==> src/rtl/rd_path_pkg.sv <==
// Shared types and defaults for the read data path: FSM state encoding,
// default burst geometry and a constant-foldable ceil(log2) helper.
package rd_path_pkg;

  typedef enum logic [1:0] {
    IDLE    = 2'd0,
    WAIT_CL = 2'd1,
    CAPTURE = 2'd2
  } state_t;

  localparam int DEF_DATA_W = 16;
  localparam int DEF_BL     = 8;
  localparam int DEF_CL     = 5;
  localparam int DEF_DEPTH  = 16;

  function automatic int clog2(input int value);
    int result;
    result = 0;
    for (int x = value - 1; x > 0; x = x >> 1) result++;
    return result;
  endfunction

endpackage

==> src/rtl/rd_fifo.sv <==
// First-word-fall-through FIFO: head word visible combinationally from the
// storage array; pointers carry one extra wrap bit so full/empty are unambiguous.
module rd_fifo
  import rd_path_pkg::*;
#(
  parameter int DATA_W = 16,
  parameter int DEPTH  = 16,
  localparam int AW    = clog2(DEPTH)
) (
  input  logic              clk,
  input  logic              rst_n,
  input  logic              push,
  input  logic [DATA_W-1:0] push_data,
  input  logic              pop,
  output logic [DATA_W-1:0] pop_data,
  output logic [AW:0]       count
);

  localparam int PW = AW + 1;

  logic [DATA_W-1:0] mem [DEPTH];
  logic [AW:0]       wptr;
  logic [AW:0]       rptr;
  logic              full;
  logic              empty;
  logic              push_ok;
  logic              pop_ok;

  assign empty   = (wptr == rptr);
  assign full    = (wptr[AW] != rptr[AW]) && (wptr[AW-1:0] == rptr[AW-1:0]);
  assign push_ok = push && !full;
  assign pop_ok  = pop && !empty;
  assign count   = wptr - rptr;
  // Gated so the head reads zero whenever nothing valid is held (incl. reset).
  assign pop_data = empty ? '0 : mem[rptr[AW-1:0]];

  always_ff @(posedge clk or negedge rst_n) begin
    if (!rst_n) begin
      wptr <= '0;
      rptr <= '0;
    end else begin
      if (push_ok) wptr <= wptr + PW'(1);
      if (pop_ok)  rptr <= rptr + PW'(1);
    end
  end

  always_ff @(posedge clk) begin
    if (push_ok) mem[wptr[AW-1:0]] <= push_data;
  end

endmodule

==> src/rtl/rd_data_path.sv <==
// Read burst capture: waits CL cycles after an accepted command, then writes BL
// beats into rd_fifo. Optional RD_PARITY_EN adds dq_par input and sticky par_err.
module rd_data_path
  import rd_path_pkg::*;
#(
  parameter int DATA_W = DEF_DATA_W,
  parameter int BL     = DEF_BL,
  parameter int CL     = DEF_CL,
  parameter int DEPTH  = DEF_DEPTH
) (
  input  logic              clk,
  input  logic              rst_n,
  input  logic              rd_cmd,
  output logic              rd_cmd_ready,
  input  logic [DATA_W-1:0] dq_in,
`ifdef RD_PARITY_EN
  input  logic              dq_par,
  output logic              par_err,
`endif
  output logic [DATA_W-1:0] rd_data,
  output logic              rd_valid,
  input  logic              rd_ready,
  output logic              burst_done
);

  localparam int AW = clog2(DEPTH);
  localparam int CW = AW + 1;
  localparam int BW = (BL > 1) ? clog2(BL) : 1;

  localparam logic [CW-1:0] MAX_FILL  = CW'(DEPTH - BL);
  localparam logic [3:0]    LAT_INIT  = 4'(CL - 1);
  localparam logic [BW-1:0] LAST_BEAT = BW'(BL - 1);

  state_t        state;
  logic [3:0]    lat;
  logic [BW-1:0] beat;
  logic [AW:0]   fifo_count;
  logic          push;
  logic          pop;

  // Admission guarantees room for a whole burst, so capture never stalls.
  assign rd_cmd_ready = (state == IDLE) && (fifo_count <= MAX_FILL);
  assign push         = (state == CAPTURE);
  assign rd_valid     = (fifo_count != '0);
  assign pop          = rd_valid && rd_ready;

  always_ff @(posedge clk or negedge rst_n) begin
    if (!rst_n) begin
      state      <= IDLE;
      lat        <= '0;
      beat       <= '0;
      burst_done <= 1'b0;
    end else begin
      burst_done <= 1'b0;
      case (state)
        IDLE: begin
          if (rd_cmd && rd_cmd_ready) begin
            state <= WAIT_CL;
            lat   <= LAT_INIT;
          end
        end
        WAIT_CL: begin
          if (lat <= 4'd1) begin
            state <= CAPTURE;
            lat   <= '0;
            beat  <= '0;
          end else begin
            lat <= lat - 4'd1;
          end
        end
        CAPTURE: begin
          if (beat == LAST_BEAT) begin
            state      <= IDLE;
            beat       <= '0;
            burst_done <= 1'b1;
          end else begin
            beat <= beat + BW'(1);
          end
        end
        default: state <= IDLE;
      endcase
    end
  end

`ifdef RD_PARITY_EN
  always_ff @(posedge clk or negedge rst_n) begin
    if (!rst_n) par_err <= 1'b0;
    else if (push && ((^dq_in) != dq_par)) par_err <= 1'b1;
  end
`endif

  rd_fifo #(
    .DATA_W (DATA_W),
    .DEPTH  (DEPTH)
  ) u_fifo (
    .clk       (clk),
    .rst_n     (rst_n),
    .push      (push),
    .push_data (dq_in),
    .pop       (pop),
    .pop_data  (rd_data),
    .count     (fifo_count)
  );

endmodule
==> config.mk <==
export PLATFORM = sky130hd
export DESIGN_NAME = rd_data_path
export DESIGN_NICKNAME = d
export VERILOG_FILES = /design/src/rtl/rd_path_pkg.sv /design/src/rtl/rd_fifo.sv /design/src/rtl/rd_data_path.sv
export SDC_FILE = /design/constraint.sdc
export NUM_CORES = 1
export LEC_CHECK = 0
export ABC_AREA = 1
export CAP_MARGIN = 10
export CORE_AREA = 2 2 141 143
export CTS_BUF_LIST = sky130_fd_sc_hd__clkbuf_4 sky130_fd_sc_hd__clkbuf_8
export DETAILED_ROUTE_END_ITERATION = 6
export DIE_AREA = 0 0 143 145
export GPL_TIMING_DRIVEN = 0
export PLACE_DENSITY = 0.78
export SKIP_LAST_GASP = 1
export SYNTH_ARGS = -nofsm -noshare
export SYNTH_HDL_FRONTEND = slang
export SYNTH_SLANG_ARGS = --single-unit
==> constraint.sdc <==
create_clock -name clk -period 3.07 [get_ports clk]
set_input_delay 0.614 -clock clk [delete_from_list [all_inputs] [get_ports clk]]
set_output_delay 0.614 -clock clk [all_outputs]
set_load 0.05 [all_outputs]
==> impl_metrics.env <==
export IMPL_status="finished with violations"
export IMPL_violations="negative setup slack"
export IMPL_final_util_pct=70.53
export IMPL_fin_area_sq_mm=0.01355
export IMPL_slew_viol_final=0
export IMPL_cts_buffers_inserted=43
export IMPL_period_minus_slack_ns=3.083
export IMPL_clockBufferDepth=3
export IMPL_drive_gt1_share_pct=20.70
export IMPL_fin_ws_ns=-0.01325
export IMPL_synth_seq_cells=276
export IMPL_pwr_share_seq_pct=32.7
export IMPL_synth_compound_area_share_pct=11.28
export IMPL_layout_nets=1054
export IMPL_netSwitchingFraction_pct=41.20
export IMPL_area_delta_synth_final_pct=18.99
export IMPL_hp_class="reg2reg"
export IMPL_cp_slowest_cell="dfrtp_2"
export IMPL_endpoint_kind="output pin"
export IMPL_ant_nets=0
export IMPL_r2r_slack_ns=0.26
export IMPL_drc=0
export IMPL_place_ws_ns=-0.7619
export IMPL_antenna_found_initial=0
export IMPL_rows=51
export IMPL_clock_sink_count=276
export IMPL_total_power_mw=14.40
export IMPL_die_width_um=143
export IMPL_crit_path_max_fanout=10
export IMPL_ys_warn_count=0
export IMPL_synth_fa_ha_area_share_pct=1.429
export IMPL_rr_worst_depth=11
export IMPL_place_area_sq_mm=0.01224
export IMPL_syn_instance_count=916
export IMPL_grt_pass1_wl_um=43110
export IMPL_grtUsageTotal_pct=27.93
export IMPL_dp_hpwl_um=18050
export IMPL_power_density_mw_per_mm2=1063
export IMPL_grt_pass1_vias=7635
export IMPL_drv_cap=0
export IMPL_crit_arrival_ns=2.47
export IMPL_antenna_cells=0
export IMPL_seq_area_sq_mm=0.008189
export IMPL_timing_rr_start="u_fifo.rptr[1]"
export IMPL_cts_tree="built"
export IMPL_start_kind="register"
export IMPL_layout_common_cells="edfxtp_1 (256), nor2_1 (167), o21ai_0 (105)"
export IMPL_ctsHtreeMaxLevel=2
export IMPL_viasPerCell=6.003
export IMPL_synth_async_reset_ratio_pct=7.246
export IMPL_ys_types=38
export IMPL_grt_max_degree=21
export IMPL_rr_endpoint="u_fifo.mem[5][11]"
export IMPL_hold_violations=0
export IMPL_clkPwrFrac_pct=21.2
export IMPL_clkTransAtPathRegs_ns=0.06
export IMPL_grt_ovfl_total=0
export IMPL_maxSlewHeadroom_pct=24.33
export IMPL_min_path_cells=1
export IMPL_crit_start="u_fifo.rptr[0]"
export IMPL_initial_core_util_pct=59.27
export IMPL_skew_ns=0.02524
export IMPL_synth_mux_area_share_pct=0
export IMPL_fmax_ghz=0.3243
export IMPL_core_area_sq_mm=0.01921
export IMPL_ys_flop_type="edfxtp_1"
export IMPL_drt_wl_total_um=29280
export IMPL_ios=39
export IMPL_drt_iter0_drc=896
export IMPL_critical_path_class="reg2out"
export IMPL_path_cells="buf_8 > clkbuf_4 > o21ai_0 > o21ai_2 > o211ai_1 > a21oi_1 > buf_4"
export IMPL_max_stage_delay_ns=0.47
export IMPL_root_buffer="clkbuf_8"
export IMPL_drtPass1Iterations=7
export IMPL_syn_area_per_cell_sq_um=12.43
export IMPL_mostFrequentLayoutCell="edfxtp_1"
export IMPL_yosys_area_share_simple_pct=11.08
export IMPL_hp_start="beat[1]"
export IMPL_synth_seq_area_share_pct=71.92
export IMPL_p_int_mw=8.465
export IMPL_synth_top_family_by_area="compound AO/OA/AOI/OAI gates"
export IMPL_ir_drop_mv=1.235
export IMPL_io_buffers=38
export IMPL_vias=7912
export IMPL_p_comb_share_pct=46.1
export IMPL_syn_area_sq_mm=0.01138
export IMPL_tightest_slew_ns=1.134
export IMPL_fp_dieH_um=145
export IMPL_p_sw_mw=5.932
export IMPL_routedWlPerCell_um=22.21
export IMPL_synth_nets=949
export IMPL_power_leakage_nw=4.772
export IMPL_clock_latency_ns=0.55
export IMPL_rsz0062_at_grt="true"
export IMPL_setup_violations=1
export IMPL_synth_edf_count=256
export IMPL_worstHoldEndpoint="beat[1]"
export IMPL_place_inst=1227
export IMPL_fin_cells=1318
export IMPL_crit_required_ns=2.46
export IMPL_dieArea_sq_mm=0.02074
export IMPL_multi_input_area_sq_mm=0.002982
export IMPL_synth_xor_area_share_pct=0.8243
export IMPL_fillers=1262
export IMPL_routabilityCongestion=0.8400
export IMPL_fin_crit_sh_pct=100.4
-- registers in the layout, indices dropped and copies added, names as in the netlist --
signal,flops
lat,4
u_fifo.mem,256
burst_done,1
state,2
beat,3
u_fifo.wptr,5
u_fifo.rptr,5
-- layer usage --
metal,global-route usage (%),vias to the layer above,wire length (um)
met5,0,-,0
met1,38.94,3842,11300
met4,9.010,0,780
li1,-,3522,-
met3,4.851,73,2851
met2,45.14,475,14340
-- through the flow --
| step | TNS, ns | hold WS, ns |
|---|---|---|
| 2_1_floorplan | 0 | 0.3184 |
| 3_3_place_gp | -179.65 | 0.4771 |
| 3_5_place_dp | -55.96 | 0.4930 |
| 4_1_cts | -0.03840 | 0.5066 |
| 5_1_grt | -0.3996 | 0.5290 |
| 6_report | -0.01325 | 0.5091 |
-- what timing repair did --
action                                  4_1_cts  5_1_grt
cloned                                        0        1
pin swaps                                     2       14
endpoints found under the setup margin      186       18
buffers inserted                              9        5
gates resized for setup                     154       84
hold buffers                                  0        0
-- critical path, delay by kind of cell (launching register included) --
kind,cells,cell delay (ns)
buf+inv,3,0.57
flops,1,0.47
compound gates,4,0.89
-- cell families (layout without fill, tap and decap cells) --
logic type      count (synthesis)  count (layout)
compound gates                229             229
xor+xnor                        9               9
fa+ha+maj                      13              13
buf+inv                        86             223
flops                         276             276
simple gates                  303             303
-- how the worst max path moves through the flow --
stage                                  end  depth (start not counted)  slack, ns
after global placement    u_fifo.mem[8][6]                         10      -0.81
after detailed placement        rd_data[2]                          8      -0.76
after global routing           rd_data[14]                          9      -0.05
after floorplan                rd_data[10]                          7       0.18
final                           rd_data[0]                          7      -0.01
after CTS                      rd_data[11]                          7      -0.02
-- synth_stat cells, types with 9 or more instances --
cell type	number	area share, %
buf_2	24	1.1
nand2_1	86	2.8
o22ai_1	32	1.8
a21oi_1	14	0.62
nand3_1	19	0.84
ha_1	13	1.4
o211ai_1	33	2.2
nor2_1	180	5.9
edfxtp_1	256	68
dfrtp_1	20	4.4
inv_1	31	1.0
buf_4	9	0.59
o21ai_1	37	1.6
o21ai_0	106	4.7
clkbuf_1	13	0.43
-- final cells by class --
cell class	count	area share, %
Clock inverter	8	0.2217
Tap cell	265	2.448
Buffer	49	3.251
Inverter	36	1.062
Multi-Input combinational cell	554	22.01
Clock buffer	69	6.040
Timing Repair Buffer	61	4.517
Sequential cell	276	60.45
-- power groups by stage --
stage	combinational, mW	sequential [mW]	clock (mW)
6_report	6.64	4.71	3.05
3_5_place_dp	5.77	4.77	0
5_1_grt	7.08	4.74	3.23
2_1_floorplan	3.88	4.72	0
4_1_cts	5.99	4.70	3.06
3_3_place_gp	5.57	4.76	0
Note: power is estimated with default switching activity, not from simulation.
